<file path="config.mk">
export PLATFORM = sky130hd
export DESIGN_NAME = sw_debounce_flat
export DESIGN_NICKNAME = d
export VERILOG_FILES = /design/src/rtl/sw_debounce_if.sv /design/src/rtl/sw_debounce.sv /design/src/flat_wrapper.sv
export SDC_FILE = /design/constraint.sdc
export NUM_CORES = 1
export LEC_CHECK = 0
export BUFFER_PORTS_ARGS = -buffer_cell sky130_fd_sc_hd__buf_2
export CORE_ASPECT_RATIO = 0.9
export CORE_MARGIN = 4
export CORE_UTILIZATION = 45
export CTS_CLUSTER_DIAMETER = 150
export DETAILED_ROUTE_END_ITERATION = 10
export SYNTH_ARGS = -nofsm -noshare
export SYNTH_HDL_FRONTEND = slang
export SYNTH_SLANG_ARGS = --single-unit
</file>
<file path="constraint.sdc">
create_clock -name sys_clk_in -period 2.1 [get_ports sys_clk_in]
set_input_delay 0.105 -clock sys_clk_in [delete_from_list [all_inputs] [get_ports sys_clk_in]]
set_output_delay 0.105 -clock sys_clk_in [all_outputs]
set_load 0.01 [all_outputs]
</file>
<file path="src/rtl/sw_debounce_if.sv">
// Switch conditioning bundle: raw pins in, debounced levels and edge strobes out.
interface sw_debounce_if #(
  parameter int unsigned WIDTH = 8
);
  logic [WIDTH-1:0] sw_raw;
  logic [WIDTH-1:0] sw_pin;
  logic [WIDTH-1:0] sw_rise;
  logic [WIDTH-1:0] sw_fall;

  // Switch side: drives raw pins, observes conditioned outputs.
  modport master (
    output sw_raw,
    input  sw_pin,
    input  sw_rise,
    input  sw_fall
  );

  // Debouncer side.
  modport slave (
    input  sw_raw,
    output sw_pin,
    output sw_rise,
    output sw_fall
  );
endinterface

</file>
<file path="src/rtl/sw_debounce.sv">
// sw_debounce: 2-flop synchroniser plus per-bit stability counter for slide
// switches. A new level is accepted only after CNT_MAX consecutive cycles of
// disagreement with the current level; any return clears the count.
// Optional macro SW_DEBOUNCE_EDGE_EN compiles in registered rise/fall strobes;
// without it sw_rise/sw_fall are tied to 0.
module sw_debounce #(
  parameter int unsigned WIDTH   = 8,
  parameter int unsigned CNT_MAX = 1000000
) (
  input logic          sys_clk_in,
  input logic          sys_rst_n,
  sw_debounce_if.slave sw
);

  localparam int unsigned CNT_W = $clog2(CNT_MAX);
  localparam logic [CNT_W-1:0] CNT_LAST = CNT_W'(CNT_MAX - 1);

  logic [WIDTH-1:0] s1;
  logic [WIDTH-1:0] s2;
  logic [WIDTH-1:0] pin_q;
  logic [WIDTH-1:0] pin_nxt;
  logic [CNT_W-1:0] cnt     [WIDTH];
  logic [CNT_W-1:0] cnt_nxt [WIDTH];

  // Per-bit stability counter and level acceptance.
  always_comb begin
    pin_nxt = pin_q;
    cnt_nxt = '{default: '0};
    for (int i = 0; i < int'(WIDTH); i++) begin
      if (s2[i] != pin_q[i]) begin
        if (cnt[i] == CNT_LAST) begin
          pin_nxt[i] = s2[i];
        end else begin
          cnt_nxt[i] = cnt[i] + CNT_W'(1);
        end
      end
    end
  end

  // Synchroniser, counters and stable level registers.
  always_ff @(posedge sys_clk_in or negedge sys_rst_n) begin
    if (!sys_rst_n) begin
      s1    <= '0;
      s2    <= '0;
      pin_q <= '0;
      cnt   <= '{default: '0};
    end else begin
      s1    <= sw.sw_raw;
      s2    <= s1;
      pin_q <= pin_nxt;
      cnt   <= cnt_nxt;
    end
  end

  assign sw.sw_pin = pin_q;

`ifdef SW_DEBOUNCE_EDGE_EN
  logic [WIDTH-1:0] rise_q;
  logic [WIDTH-1:0] fall_q;

  // Strobes register alongside pin_q so they coincide with the new level.
  always_ff @(posedge sys_clk_in or negedge sys_rst_n) begin
    if (!sys_rst_n) begin
      rise_q <= '0;
      fall_q <= '0;
    end else begin
      rise_q <= pin_nxt & ~pin_q;
      fall_q <= ~pin_nxt & pin_q;
    end
  end

  assign sw.sw_rise = rise_q;
  assign sw.sw_fall = fall_q;
`else
  assign sw.sw_rise = '0;
  assign sw.sw_fall = '0;
`endif

endmodule

</file>
<file path="src/flat_wrapper.sv">
// flat-port wrapper written by rule: the top's interface ports become plain ports
module sw_debounce_flat 
#(
  parameter int unsigned WIDTH   = 8,
  parameter int unsigned CNT_MAX = 1000000
)
  (sys_clk_in, sys_rst_n, sw_sw_raw, sw_sw_pin, sw_sw_rise, sw_sw_fall);
  sw_debounce_if #(.WIDTH(WIDTH)) sw_i ();
  input logic sys_clk_in;
  input logic sys_rst_n;
  input wire logic [$bits(sw_i.sw_raw)-1:0] sw_sw_raw;
  output wire logic [$bits(sw_i.sw_pin)-1:0] sw_sw_pin;
  output wire logic [$bits(sw_i.sw_rise)-1:0] sw_sw_rise;
  output wire logic [$bits(sw_i.sw_fall)-1:0] sw_sw_fall;
  assign sw_i.sw_raw = sw_sw_raw;
  assign sw_sw_pin = sw_i.sw_pin;
  assign sw_sw_rise = sw_i.sw_rise;
  assign sw_sw_fall = sw_i.sw_fall;
  sw_debounce #(.WIDTH(WIDTH), .CNT_MAX(CNT_MAX)) u_core (.sys_clk_in(sys_clk_in), .sys_rst_n(sys_rst_n), .sw(sw_i));
endmodule
</file>
Word level (Yosys, flattened, before mapping):

Index checks and enable logic that the tools add are counted.

* register bits: 184
* input port bits: 10
* word-level logic and storage cells: 66

* $add $sub $neg: 8
* equality and inequality tests: 16
* mux-type cells: 16
* reduce and logical (&&, ||, !) cells: 8

Operators with widths (count)
* $mux W20: 16
* $add A20 B1 Y20 const B: 8
* $eq A20 B20 Y1 const B: 8
* $reduce_and A2 Y1: 8
* $ne A1 B1 Y1: 8

Longest topological paths before layout:

* word-level depth: 3
* mapped depth: 6

Worst setup path before layout:

Ideal clock, no wire load.

* path kind: register -> register
* from: register u_core.cnt[128] (netlist bit)
* to: register u_core.pin_q[1], in the netlist u_core.sw.sw_pin[1]
* setup time: 125 ps
* data arrival time: 1975 ps
* required time: 1975 ps
* path slack: 0 ps
* stages on the path, launching flop included: 5
* path buffers: 0
* path through: dfrtp_1 or4b_2 or4_1 nor2_1 mux2_2

* cells in the longest elaborated chain, start to end: 2

RTL lines
* start, declared: line sw_debounce.sv:22 `logic [CNT_W-1:0] cnt [WIDTH];`
* start signal, assigned: line sw_debounce.sv:51 `cnt <= cnt_nxt;`
* $eq A20 B20 Y1: line sw_debounce.sv:31 `if (cnt[i] == CNT_LAST) begin`
* $reduce_and A2 Y1 (no source line)
* end signal, assigned: line sw_debounce.sv:50 `pin_q <= pin_nxt;`
* end, declared: line sw_debounce.sv:20 `logic [WIDTH-1:0] pin_q;`

No other way between the ends.
A chain may end at the register's enable or synchronous reset.

Worst setup path in the final report:

Same ends and word-level chain as after synthesis.

==> summary.md <==
| Metric | Value |
|---|---|
| Buffers on Ports | `17` |
| Max-cap violations | `0` |
| Root Buffer | `clkbuf_16` |
| Psw | `approximately 1.6 mW` |
| Iter 0 DRT Violations | `330` |
| Synth Warn # | `0` |
| Post-CTS setup buffers | `0` |
| CP max FO | `2` |
| Initial antenna violation count | `0` |
| Clock Skews | `around 0.0065 ns` |
| First-pass GRT wire length | `about 29 mm` |
| Routability cong. | `0.791` |
| Fin crit share | `0.959` |
| Post-route insts no fill | `approximately 1,200` |
| Hold_ws | `between 0.15 and 0.2 ns` |
| IO Count | `34` |
| RSZ-0062 raised after global routing | `false` |
| Die extent in x | `around 160 um` |
| Worst hold path type | `in2async` |
| P&R area growth vs syn | `14.5%` |
| Fraction of layout cells with a size suffix above 1 | `0.125` |
| Clock Pin Slew Worst Setup and Hold Paths | `roughly 0.070 ns` |
| RR Startpoint | `u_core.cnt[128]$_DFF_PN0_` |
| Yosys cell types | `37` |
| Largest net degree at the start of global routing | `60` |
| Worst-Skew Late Latency | `approximately 0.42 ns` |
| Total GRT Usage | `0.156` |
| Sw frac | `0.220` |
| H-tree depth reported by CTS | `4` |
| Worst R2R End | `u_core.sw.sw_pin[1]$_DFFE_PN0P_` |
| DRC viols | `0` |
| Drt first pass iters | `5` |
| Core ar. | `about 19,000 sq um` |
| Ant diodes | `0` |
| CTS Buffer Depth | `2` |
| Tot Pwr | `a little over 7 mW` |
| Hold Vio Cnt, Final | `0` |
| Clock network power share | `0.444` |
| CTS tree | `done` |
| CTS sink cnt | `around 180` |
| Placed instance count | `between 1,000 and 1,500` |
| Slew Limit Fails | `0` |
| Row cnt | `48` |
| CP required | `about 2.4 ns` |
| Int Pwr | `5.50 mW` |
| Via count | `6,508` |
| Worst Setup End Kind | `flip-flop` |
| Synth Area per Inst | `just under 10 sq um` |
| Worst IR Drop VDD | `0.491 mV` |
| Setup slack, reg-to-reg | `0.09 ns` |
| Outcome | `finished, final reports clean` |
| P_leak | `~4.1 nW` |
| Seq cells post-synth | `approximately 180` |
| Initial core utilization | `0.460` |
| Tmin final | `roughly 2.0 ns` |
| Die height | `141 um` |
| Worst setup path category | `reg2reg` |
| Final nets | `just under 1,000` |
| Mapped cell area | `just under 9000 sq um` |
| Met1 Use GR | `0.215` |
| Comb pwr share | `0.040` |
| Sequential power share | `0.516` |
| Met2 usage | `0.251` |
| Yosys top cell by area | `dfrtp_1` |
| Cell Pwr Density | `695 nW/um^2` |
| Number of vias per cell | `about 5.3` |
| Detailed placement HPWL | `around 11 mm` |
| Post-Route WL | `16.4 mm` |
| Final Setup Violations | `0` |
| Final core occ | `0.527` |
| Most used routing layer | `met2` |
| WP data arrival | `about 2.3 ns` |
| Total CTS buffers | `17` |
| GR Util met3 | `0.0356` |
| Wire per inst | `13.3 um` |
| Crit path to | `u_core.sw.sw_pin[1]$_DFFE_PN0P_` |
| Vias in the first global route | `6,306` |
| Most common cell after layout, fill and taps aside | `dfrtp_1` |
| Critical Path Start | `u_core.cnt[128]$_DFF_PN0_` |
| FMAX | `a little under 500 MHz` |
| Most frequent cells in the layout | `184 x dfrtp_1, 116 x nor2_1, 62 x nand3_1` |
| Setup_tns | `0 ns` |
| Post-Syn Instances | `912` |
| Die area | `around 22,000 sq um` |
| Yosys top cell area share | `0.519` |
| Sequential cell area fraction in the yosys report | `0.519` |
| Routed Antenna Nets | `0` |
| Most area-consuming cells after synthesis | `dfrtp_1 52%, xnor2_1 5.1%, nor2_1 4.9%` |
| Startpoint types | `flip-flop` |
| Total gr overflow | `0` |
| Reg2Reg Depth | `4` |
## cells in the mapped netlist
cell,number
dfrtp_1,184
nor2_1,117
nand3_1,63
a21oi_1,54
nand2_1,54
xnor2_1,52
xor2_1,46
o21ai_0,36
or3_1,34
or4_1,31
inv_1,29
nand4_1,29
clkbuf_1,26
o31ai_1,25
nor3_1,24
nor4_1,19
buf_4,18
and3_1,13
ha_1,8
mux2_2,8
and2_1,7
and4_1,6
or2_2,6
nor4b_1,4
nand4b_1,3
nor4bb_1,3
or4b_2,3
and3_2,1
buf_2,1
conb_1,1
nand2b_1,1
nand3_2,1
nand4_4,1
nor2b_1,1
o21ai_1,1
or2_0,1
or4_4,1
## layer usage
layer / routed length, um / share of wire / up-vias
met5: 0 / 0 / -
li1: - / - / 3308
met2: 7710 / 0.47 / 58
met4: 80 / 0.0049 / 0
met3: 372 / 0.023 / 8
met1: 8250 / 0.50 / 3134
## worst min-delay path by stage
stage | startpoint | to | depth (start not counted)
finish | sys_rst_n | u_core.s2[4]$_DFF_PN0_ | 2
global route | sys_rst_n | u_core.s2[4]$_DFF_PN0_ | 2
CTS | sys_rst_n | u_core.s2[4]$_DFF_PN0_ | 2
detailed placement | sys_rst_n | u_core.s2[4]$_DFF_PN0_ | 1
global placement | sys_rst_n | u_core.s2[4]$_DFF_PN0_ | 1
floorplan | sys_rst_n | u_core.cnt[0]$_DFF_PN0_ | 0
## registers in the layout (all words and copies together), names as in the netlist
name	count
u_core.cnt	160
u_core.sw.sw_pin	8
u_core.s2	8
u_core.s1	8
## worst max-delay path, stage by stage, from the launching register on
cell and delay (ns):
dfrtp_1 0.37, or4b_2 0.66, or4_4 0.44, nor2_2 0.09, mux2_2 0.33
## layout make-up
class                           count  area, sq um
Clock buffer                       20          457
Tap cell                          250          313
Inverter                           29          109
Fill cell                        1743         9120
Timing Repair Buffer               66          513
Multi-Input combinational cell    669         4040
Clock inverter                     11          124
Sequential cell                   184         4600
## kinds of logic (layout without fill, tap and decap cells)
| family | Yosys count | in the layout | synth area share |
|---|---|---|---|
| DFF | 184 | 184 | 0.519 |
| xor gates and xnor gates | 98 | 98 | 0.0967 |
| other | 1 | 16 | 0.000423 |
| muxes | 8 | 8 | 0.0102 |
| buffers and inverters | 74 | 126 | 0.0391 |
| adders and majority gates | 8 | 8 | 0.0113 |
| and+or+nand+nor | 423 | 423 | 0.251 |
| AOI/OAI and AO/OA | 116 | 116 | 0.0725 |
## per-stage QoR
stage          setup slack [ns]  instance area (sq um)
2_1_floorplan          0.000145                   8930
5_1_grt                 0.00807                  10200
4_1_cts                  0.0529                  10100
3_3_place_gp           -0.00987                   9450
6_report                 0.0859                  10200
3_5_place_dp            -0.0382                   9450
## power by group through the flow
stage / Clock, mW / Combinational [mW] / Sequential [mW]
finish: 3.13 / 0.281 / 3.64
global route: 3.41 / 0.329 / 3.65
CTS: 3.24 / 0.292 / 3.64
detailed placement: 0 / 0.277 / 3.71
global placement: 0 / 0.277 / 3.71
floorplan: 0 / 0.149 / 3.70
## repair_timing
action                                  4_1_cts  5_1_grt
endpoints found under the setup margin       14        8
hold buffers                                  9        0
pin swaps                                     1        0
endpoints found under the hold margin        56        0
gates resized for setup                       4        6
Power figures use the tool's default switching activity.
